===== src/rtl/sub_nibble_serial_pkg.sv =====
// Shared constants, state encoding and helpers for the nibble-serial subtractor.
package sub_nibble_serial_pkg;

  localparam int unsigned SLICE_W = 4;

  typedef enum logic [1:0] {
    IDLE,
    CALC,
    DONE
  } state_t;

  // Number of 4-bit slices needed to cover an operand of the given width.
  function automatic int unsigned nibbles(input int unsigned width);
    return width / SLICE_W;
  endfunction

endpackage


===== src/rtl/sub_nibble_serial_cla.sv =====
// Combinational 4-bit carry-lookahead slice with fully expanded carries.
module cla_slice_4 (
  input  logic [3:0] a,
  input  logic [3:0] b,
  input  logic       cin,
  output logic [3:0] sum,
  output logic       c3,
  output logic       c4
);

  logic [3:0] g;
  logic [3:0] p;
  logic       c1;
  logic       c2;

  // Generate/propagate terms and two-level carry expressions.
  always_comb begin
    g  = a & b;
    p  = a | b;
    c1 = g[0] | (p[0] & cin);
    c2 = g[1] | (p[1] & g[0]) | (p[1] & p[0] & cin);
    c3 = g[2] | (p[2] & g[1]) | (p[2] & p[1] & g[0]) | (p[2] & p[1] & p[0] & cin);
    c4 = g[3] | (p[3] & g[2]) | (p[3] & p[2] & g[1]) | (p[3] & p[2] & p[1] & g[0])
       | (p[3] & p[2] & p[1] & p[0] & cin);
    sum = a ^ b ^ {c3, c2, c1, cin};
  end

endmodule


===== src/rtl/sub_nibble_serial.sv =====
// Multi-cycle subtractor: diff = a - b - bin, one nibble per clock via a 4-bit CLA slice.
module sub_nibble_serial
  import sub_nibble_serial_pkg::*;
#(
  parameter int unsigned WIDTH = 16
) (
  input  logic             clk,
  input  logic             rst,
  input  logic             in_valid,
  output logic             in_ready,
  input  logic [WIDTH-1:0] a,
  input  logic [WIDTH-1:0] b,
  input  logic             bin,
  output logic             out_valid,
  input  logic             out_ready,
  output logic [WIDTH-1:0] diff,
  output logic             bout,
  output logic             overflow
);

  localparam int unsigned N     = nibbles(WIDTH);
  localparam int unsigned CNT_W = (N > 1) ? $clog2(N) : 1;
  localparam logic [CNT_W-1:0] LAST = CNT_W'(N - 1);

  if ((WIDTH % SLICE_W) != 0 || WIDTH < SLICE_W) begin : g_width_check
    $error("sub_nibble_serial: WIDTH must be a non-zero multiple of 4");
  end

  state_t           state_q, state_d;
  logic [CNT_W-1:0] cnt_q, cnt_d;
  logic [WIDTH-1:0] a_q, a_d;
  logic [WIDTH-1:0] nb_q, nb_d;
  logic             carry_q, carry_d;
  logic [WIDTH-1:0] diff_q, diff_d;
  logic             bout_q, bout_d;
  logic             ovf_q, ovf_d;

  logic [CNT_W+1:0]   base;
  logic [SLICE_W-1:0] slice_a;
  logic [SLICE_W-1:0] slice_b;
  logic [SLICE_W-1:0] slice_sum;
  logic               slice_c3;
  logic               slice_c4;

  // Select the current nibble of the latched minuend and inverted subtrahend.
  always_comb begin
    base    = {cnt_q, 2'b00};
    slice_a = a_q[base +: SLICE_W];
    slice_b = nb_q[base +: SLICE_W];
  end

  cla_slice_4 u_slice (
    .a   (slice_a),
    .b   (slice_b),
    .cin (carry_q),
    .sum (slice_sum),
    .c3  (slice_c3),
    .c4  (slice_c4)
  );

  // Next-state, datapath update and result capture.
  always_comb begin
    state_d = state_q;
    cnt_d   = cnt_q;
    a_d     = a_q;
    nb_d    = nb_q;
    carry_d = carry_q;
    diff_d  = diff_q;
    bout_d  = bout_q;
    ovf_d   = ovf_q;
    case (state_q)
      IDLE: begin
        if (in_valid) begin
          a_d     = a;
          nb_d    = ~b;
          carry_d = ~bin;
          cnt_d   = '0;
          state_d = CALC;
        end
      end
      CALC: begin
        diff_d[base +: SLICE_W] = slice_sum;
        carry_d = slice_c4;
        cnt_d   = cnt_q + 1'b1;
        if (cnt_q == LAST) begin
          bout_d  = ~slice_c4;
          ovf_d   = slice_c3 ^ slice_c4;
          cnt_d   = '0;
          state_d = DONE;
        end
      end
      DONE: begin
        if (out_ready) begin
          state_d = IDLE;
        end
      end
      default: state_d = IDLE;
    endcase
  end

  // State and datapath registers with synchronous reset.
  always_ff @(posedge clk) begin
    if (rst) begin
      state_q <= IDLE;
      cnt_q   <= '0;
      a_q     <= '0;
      nb_q    <= '0;
      carry_q <= 1'b0;
      diff_q  <= '0;
      bout_q  <= 1'b0;
      ovf_q   <= 1'b0;
    end else begin
      state_q <= state_d;
      cnt_q   <= cnt_d;
      a_q     <= a_d;
      nb_q    <= nb_d;
      carry_q <= carry_d;
      diff_q  <= diff_d;
      bout_q  <= bout_d;
      ovf_q   <= ovf_d;
    end
  end

  // Outputs come straight from registers.
  always_comb begin
    in_ready  = (state_q == IDLE);
    out_valid = (state_q == DONE);
    diff      = diff_q;
    bout      = bout_q;
    overflow  = ovf_q;
  end

endmodule


===== config.mk =====
export PLATFORM = sky130hd
export DESIGN_NAME = sub_nibble_serial
export DESIGN_NICKNAME = d
export VERILOG_FILES = /design/src/rtl/sub_nibble_serial_pkg.sv /design/src/rtl/sub_nibble_serial_cla.sv /design/src/rtl/sub_nibble_serial.sv
export SDC_FILE = /design/constraint.sdc
export NUM_CORES = 1
export LEC_CHECK = 0
export CAP_MARGIN = 25
export CELL_PAD_IN_SITES_DETAIL_PLACEMENT = 1
export CELL_PAD_IN_SITES_GLOBAL_PLACEMENT = 1
export CORE_MARGIN = 1.5
export CORE_UTILIZATION = 38
export DETAILED_ROUTE_END_ITERATION = 12
export GPL_TIMING_DRIVEN = 0
export PLACE_DENSITY = 0.85
export SYNTH_ARGS = -nofsm -noshare
export SYNTH_HDL_FRONTEND = slang
export SYNTH_HIERARCHICAL = 1
export SYNTH_SLANG_ARGS = --single-unit

===== constraint.sdc =====
create_clock -name clk -period 3.6 [get_ports clk]
set_clock_uncertainty 0.15 [all_clocks]
set_input_delay 0.72 -clock clk [delete_from_list [all_inputs] [get_ports clk]]
set_output_delay 0.72 -clock clk [all_outputs]
set_load 0.05 [all_outputs]

**Yosys cells after proc, flatten, opt, wreduce, memory -nomap -nowiden**

Cells that the tools add are included.

- Output and inout bits: 20
- Input bits: 37
- Logic and storage cells: 70
- Register bits after elaboration: 55

- Add/sub/neg operators: 2
- Shifts and indexed selects: 4
- Reductions and logical operators: 6
- Bitwise gates (word level): 34
- Mux-type cells: 10
- Equal/unequal tests: 6

Operator list:

| cell | number |
|---|---|
| $shiftx A16 B5 Y4 | 2 |
| $and A1 B1 Y1 | 16 |
| $bwmux W16 | 1 |
| $not A16 Y16 | 1 |
| $shift A4 B6 Y16 const A | 1 |
| $shiftx A4 B6 Y16 | 1 |
| $mux W2 | 5 |
| $or A1 B1 Y1 | 10 |
| $xor A4 B4 Y4 | 2 |
| $neg A4 Y6 | 1 |
| $pmux W2 S3 | 1 |
| $reduce_and A2 Y1 | 3 |
| $and A4 B4 Y4 | 1 |
| $eq A2 B2 Y1 const B | 2 |
| $ne A2 B2 Y1 const B | 2 |
| $or A4 B4 Y4 | 1 |
| $pmux W2 S2 | 1 |
| $reduce_and A3 Y1 | 1 |
| $add A2 B1 Y2 const B | 1 |
| $eq A2 B1 Y1 const B | 1 |
| $logic_not A2 Y1 | 1 |
| $ne A2 B1 Y1 const B | 1 |
| $not A1 Y1 | 2 |
| $pmux W1 S2 | 1 |
| 3 further kinds | 3 |

**Longest topological paths before layout**

- Word-level depth: 9
- Mapped depth: 9
- Gate-level depth less buffers: 8

**Cells and area by module**

The synthesis kept the hierarchy.

By module, submodules not included:

| module | seq. area each (um^2) | cells an instance | area an instance (um^2) | times used |
|---|---|---|---|---|
| sub_nibble_serial | 1101.1 | 247 | 2399.8 | 1 |
| cla_slice_4 | 0.0 | 39 | 309.0 | 1 |

**Least setup slack after synthesis**

No wires, ideal clock.

- Path kind: reg2reg
- Start point: reg cnt_q[0]
- End point: reg ovf_q (netlist: overflow)
- Path buffers: 1
- Data required time: 3.364 ns
- Library setup time: 0.086 ns
- Stages on the path, launching flop included: 10
- Path slack: 1.100 ns
- Period minus slack after synthesis: 2.500 ns
- Data arrival time: 2.264 ns
- Path through: dfxtp_1 -> buf_6 -> mux4_2 -> inv_1 -> ha_1 -> nor2b_4 -> o21ai_1 -> a31oi_1 -> xnor2_1 -> a211oi_1

- Elaborated cells between the ends (all ways): 26
- Those cells by class: 1 x eq/ne; 2 x shift; 22 x bitwise; 1 x reduce/logical

RTL lines:

| item | line | RTL |
|---|---|---|
| start, declared | sub_nibble_serial.sv:30 | `logic [CNT_W-1:0] cnt_q, cnt_d;` |
| start signal, assigned | sub_nibble_serial.sv:114 | `cnt_q <= cnt_d;` |
| $shiftx A16 B5 Y4 (*) | sub_nibble_serial.sv:48 | `slice_a = a_q[base +: SLICE_W];` |
| net slice_a[0] | sub_nibble_serial.sv:39 | `logic [SLICE_W-1:0] slice_a;` |
| $and A4 B4 Y4 / $or A4 B4 Y4 (equally long branches) | sub_nibble_serial_cla.sv:18, sub_nibble_serial_cla.sv:19 |  |
| $and A1 B1 Y1 (on tied branches) | sub_nibble_serial_cla.sv:23, sub_nibble_serial_cla.sv:24 |  |
| $or A1 B1 Y1 / $and A1 B1 Y1 (equally long branches) | sub_nibble_serial_cla.sv:23, sub_nibble_serial_cla.sv:24 |  |
| $or A1 B1 Y1 (*) | sub_nibble_serial_cla.sv:24 | `\| (p[3] & p[2] & p[1] & p[0] & cin);` |
| net slice_c4 | sub_nibble_serial.sv:43 | `logic slice_c4;` |
| $xor A1 B1 Y1 (*) | sub_nibble_serial.sv:87 | `ovf_d = slice_c3 ^ slice_c4;` |
| end signal, assigned | sub_nibble_serial.sv:120 | `ovf_q <= ovf_d;` |
| end, declared | sub_nibble_serial.sv:36 | `logic ovf_q, ovf_d;` |

The timed path passes the listed nets; every way through them passes the cells marked *.
A chain may end at the register's enable or synchronous reset.

**Worst setup path in the final report**

- Start point: reg cnt_q[0]
- End point: reg diff_q[3] (netlist: diff[3])

- Elaborated cells between the ends (all ways): 25
- Those cells by class: 1 x add/sub; 4 x shift; 1 x mux; 19 x bitwise

RTL lines:

| item | line | RTL |
|---|---|---|
| $shiftx A16 B5 Y4 (*) | sub_nibble_serial.sv:48 |  |
| net slice_a[0] | sub_nibble_serial.sv:39 |  |
| $and A4 B4 Y4 / $or A4 B4 Y4 (equally long branches) | sub_nibble_serial_cla.sv:18, sub_nibble_serial_cla.sv:19 |  |
| $and A1 B1 Y1 | sub_nibble_serial_cla.sv:22 | `c3 = g[2] \| (p[2] & g[1]) \| (p[2] & p[1] & g[0]) \| (p[2] & p[1] & p[0] & cin);` |
| $or A1 B1 Y1 / $and A1 B1 Y1 (equally long branches) | sub_nibble_serial_cla.sv:22 |  |
| $or A1 B1 Y1 (*) | sub_nibble_serial_cla.sv:22 |  |
| $xor A4 B4 Y4 (*) | sub_nibble_serial_cla.sv:25 | `sum = a ^ b ^ {c3, c2, c1, cin};` |
| net slice_sum[3] | sub_nibble_serial.sv:41 | `logic [SLICE_W-1:0] slice_sum;` |
| $shiftx A4 B6 Y16 (*) | sub_nibble_serial.sv:82 | `diff_d[base +: SLICE_W] = slice_sum;` |
| $bwmux W16 (*) | sub_nibble_serial.sv:82 |  |
| end signal, assigned | sub_nibble_serial.sv:118 | `diff_q <= diff_d;` |
| end, declared | sub_nibble_serial.sv:34 | `logic [WIDTH-1:0] diff_q, diff_d;` |

Marked as above.

==> metrics.txt <==
status finished, final reports clean; Area Overhead vs Synth 28.5%; synth unique cells 46; Pwr Density 371 nW/um^2; # nets final 400; Pre-Repair DR Iteration Count 4; Slowest-stage cell, CP dfxtp_1; cells after synthesis about 290; DRT met1 WL between 2000 and 3000 um; asr flop ratio synth 0%; final worst-path cycle share between 80% and 90%; gpl congestion 0.792; Clk Latency, worst-skew pair just over 0.3 ns; Post-synth EDFFs 0; DIE WIDTH around 87 um; via count around 2,200; fmax ~340 MHz; Post-Syn Area per Cell about 9.5 um^2; Mapped Area around 2700 um^2; DP Area between 3000 and 4000 um^2; critical path class register to register; Buf/Inv on CP 2; critical path capture point type register; CORE AREA 6830 um^2; die area between 7000 and 8000 um^2; LEAKAGE around 1.3 nW; met3 WL between 150 and 200 um; arrival time worst endpoint 3.00 ns; Cell Count, Final, Fillers Out between 400 and 500; Rel. slew slack between 50% and 60%; worst min path class register to register; DRC Markers 0; WP data required between 3 and 4 ns; Total Routing Usage GR a little under a fifth; share of layout cells above drive strength 1 roughly 15%; Post-CTS Setup Inserts 0; maximum buffer depth of the clock tree 2; Initial Utilization a little under 40%; Worst VDD drop 0.154 mV; die height between 80 and 90 um; H-tree Lvls 2; WHS slightly above 0.3 ns; RSZ-0062 raised after global routing false; # rows 30; CP top delay family compound AO/OA/AOI/OAI gates; setup_tns 0 ns; total CTS buffers 5; area of the multi-input gates 1430 um^2; most frequent cells in the layout 55 x dfxtp_1, 55 x clkdlybuf4s50_1, 32 x nand2_1, 22 x nor2_1, 21 x a21oi_1; routed length on met2 ~3500 um; ANT nets after route 0; TritonCTS clock tree yes; Net Count, Synth about 340; design area 3480 um^2; Synth Warn # 6; Final setup violation count 0; Antenna diodes 0; vias per inst ~5.0; placed cells ~440; DR top layer met4; Worst-Margin Slew 0.703 ns; CP max FO 10; R2R Setup Slk 0.69 ns; Post-CTS Resized 0; final core occ 50.9%; Max Cap Viol 0; CP Launch Type register; hpwl dp 5090 um; CP max stage delay 0.58 ns; CP cell instances buf_6, mux4_2, inv_1, ha_1, nor2b_4, o211a_1, a211oi_2, nand3_1, a21oi_1; Hold Vio Cnt, Final 0; DRT iter0 DRCs between 80 and 90; antenna violations before repair 0; overflow left after global routing 0; Worst-path clk slew roughly 0.10 ns; clock sinks 55; Max Slew Vio Count 0; wirelength, routed around 6700 um; Ports between 50 and 60; wire per inst approximately 15 um; FF+latch area about 1100 um^2; CTS Root Buffer Type clkbuf_8; post-synthesis sequential area ratio between 40 and 50%; hold buffers post-CTS 0; vias in the first global route around 2,300; largest net degree at the start of global routing 16; Yosys reg bits 55; I/O Buffers 55; first-pass GRT wire length ~11,000 um; top_reg_cell synth dfxtp_1; Fill cells 810; min Tclk post-route 2.91 ns
==> metrics by stage <==
stage | power [mW] | setup WS [ns]
2_1_floorplan | 0.834 | 1.10
3_3_place_gp | 0.921 | 0.728
3_5_place_dp | 0.933 | 0.663
4_1_cts | 1.31 | 0.648
5_1_grt | 1.35 | 0.461
6_report | 1.29 | 0.694
==> where the power goes <==
part | leakage, nW | switching, mW | internal, mW | total (mW)
Combinational | 0.771 | 0.140 | 0.120 | 0.259
Sequential | 0.450 | 0.0190 | 0.639 | 0.658
Clock | 0.0515 | 0.199 | 0.176 | 0.375
==> synth_stat cells (3+ instances only) <==
| cell | instances | area, um^2 |
|---|---|---|
| dfxtp_1 | 55 | 1100 |
| nand2_1 | 32 | 120 |
| nor2_1 | 22 | 82.6 |
| a21oi_1 | 21 | 105 |
| inv_1 | 19 | 71.3 |
| a211oi_1 | 18 | 135 |
| ha_1 | 14 | 175 |
| a21oi_2 | 10 | 87.6 |
| nand2_2 | 10 | 62.6 |
| nand3_1 | 10 | 50.1 |
| clkbuf_1 | 8 | 30.0 |
| mux4_2 | 6 | 135 |
| a22o_1 | 4 | 35.0 |
| buf_2 | 4 | 20.0 |
| buf_4 | 4 | 30.0 |
| nand2b_1 | 4 | 25.0 |
| nor2b_1 | 4 | 25.0 |
| o21ai_0 | 4 | 20.0 |
| and3b_1 | 3 | 26.3 |
| xnor2_1 | 3 | 26.3 |
==> registers in the layout (all words and copies together) (netlist names) <==
register,cells
state_q,2
diff,16
carry_q,1
a_q,16
nb_q,16
bout,1
overflow,1
cnt_q,2
==> cell type report <==
class | instances | share of cell area [%]
well taps | 96 | 3.45
plain buffers | 18 | 2.95
inverters | 19 | 2.05
clock buffers | 8 | 2.88
multi-input cells | 194 | 41.2
flip-flops and latches | 55 | 31.6
repair buffers | 55 | 15.8
==> layer usage <==
metal,GRT usage (%),vias to the layer above
met1,22.1,1083
met4,6.20,0
met2,34.5,42
met5,0,-
li1,-,1115
met3,3.13,5
==> final timing paths <==
path,start,cells after the start,to
min reg2reg,diff[6]$_SDFFE_PP0P_,2,diff[6]$_SDFFE_PP0P_
max,cnt_q[0]$_SDFFE_PP0P_,9,diff[3]$_SDFFE_PP0P_
min,diff[6]$_SDFFE_PP0P_,2,diff[6]$_SDFFE_PP0P_
max reg2reg,cnt_q[0]$_SDFFE_PP0P_,9,diff[3]$_SDFFE_PP0P_
==> worst min-delay path, delay by kind of cell (launching register included) <==
family | cells | cell delay [ns]
flip-flops | 1 | 0.32
AND/OR/NAND/NOR | 1 | 0.05
AO/OA/AOI/OAI | 1 | 0.05
==> cell families (layout without fill, tap and decap cells) <==
logic type / count (synthesis) / count (layout) / synth area share, %
adders and majority gates: 15 / 15 / 7.21
and+or+nand+nor: 100 / 100 / 20.1
DFF: 55 / 55 / 40.6
buffers and inverters: 37 / 100 / 6.42
AOI/OAI and AO/OA: 66 / 66 / 17.0
xor gates and xnor gates: 3 / 3 / 0.970
muxes: 10 / 10 / 7.67
Note: power is estimated with default switching activity, not from simulation.
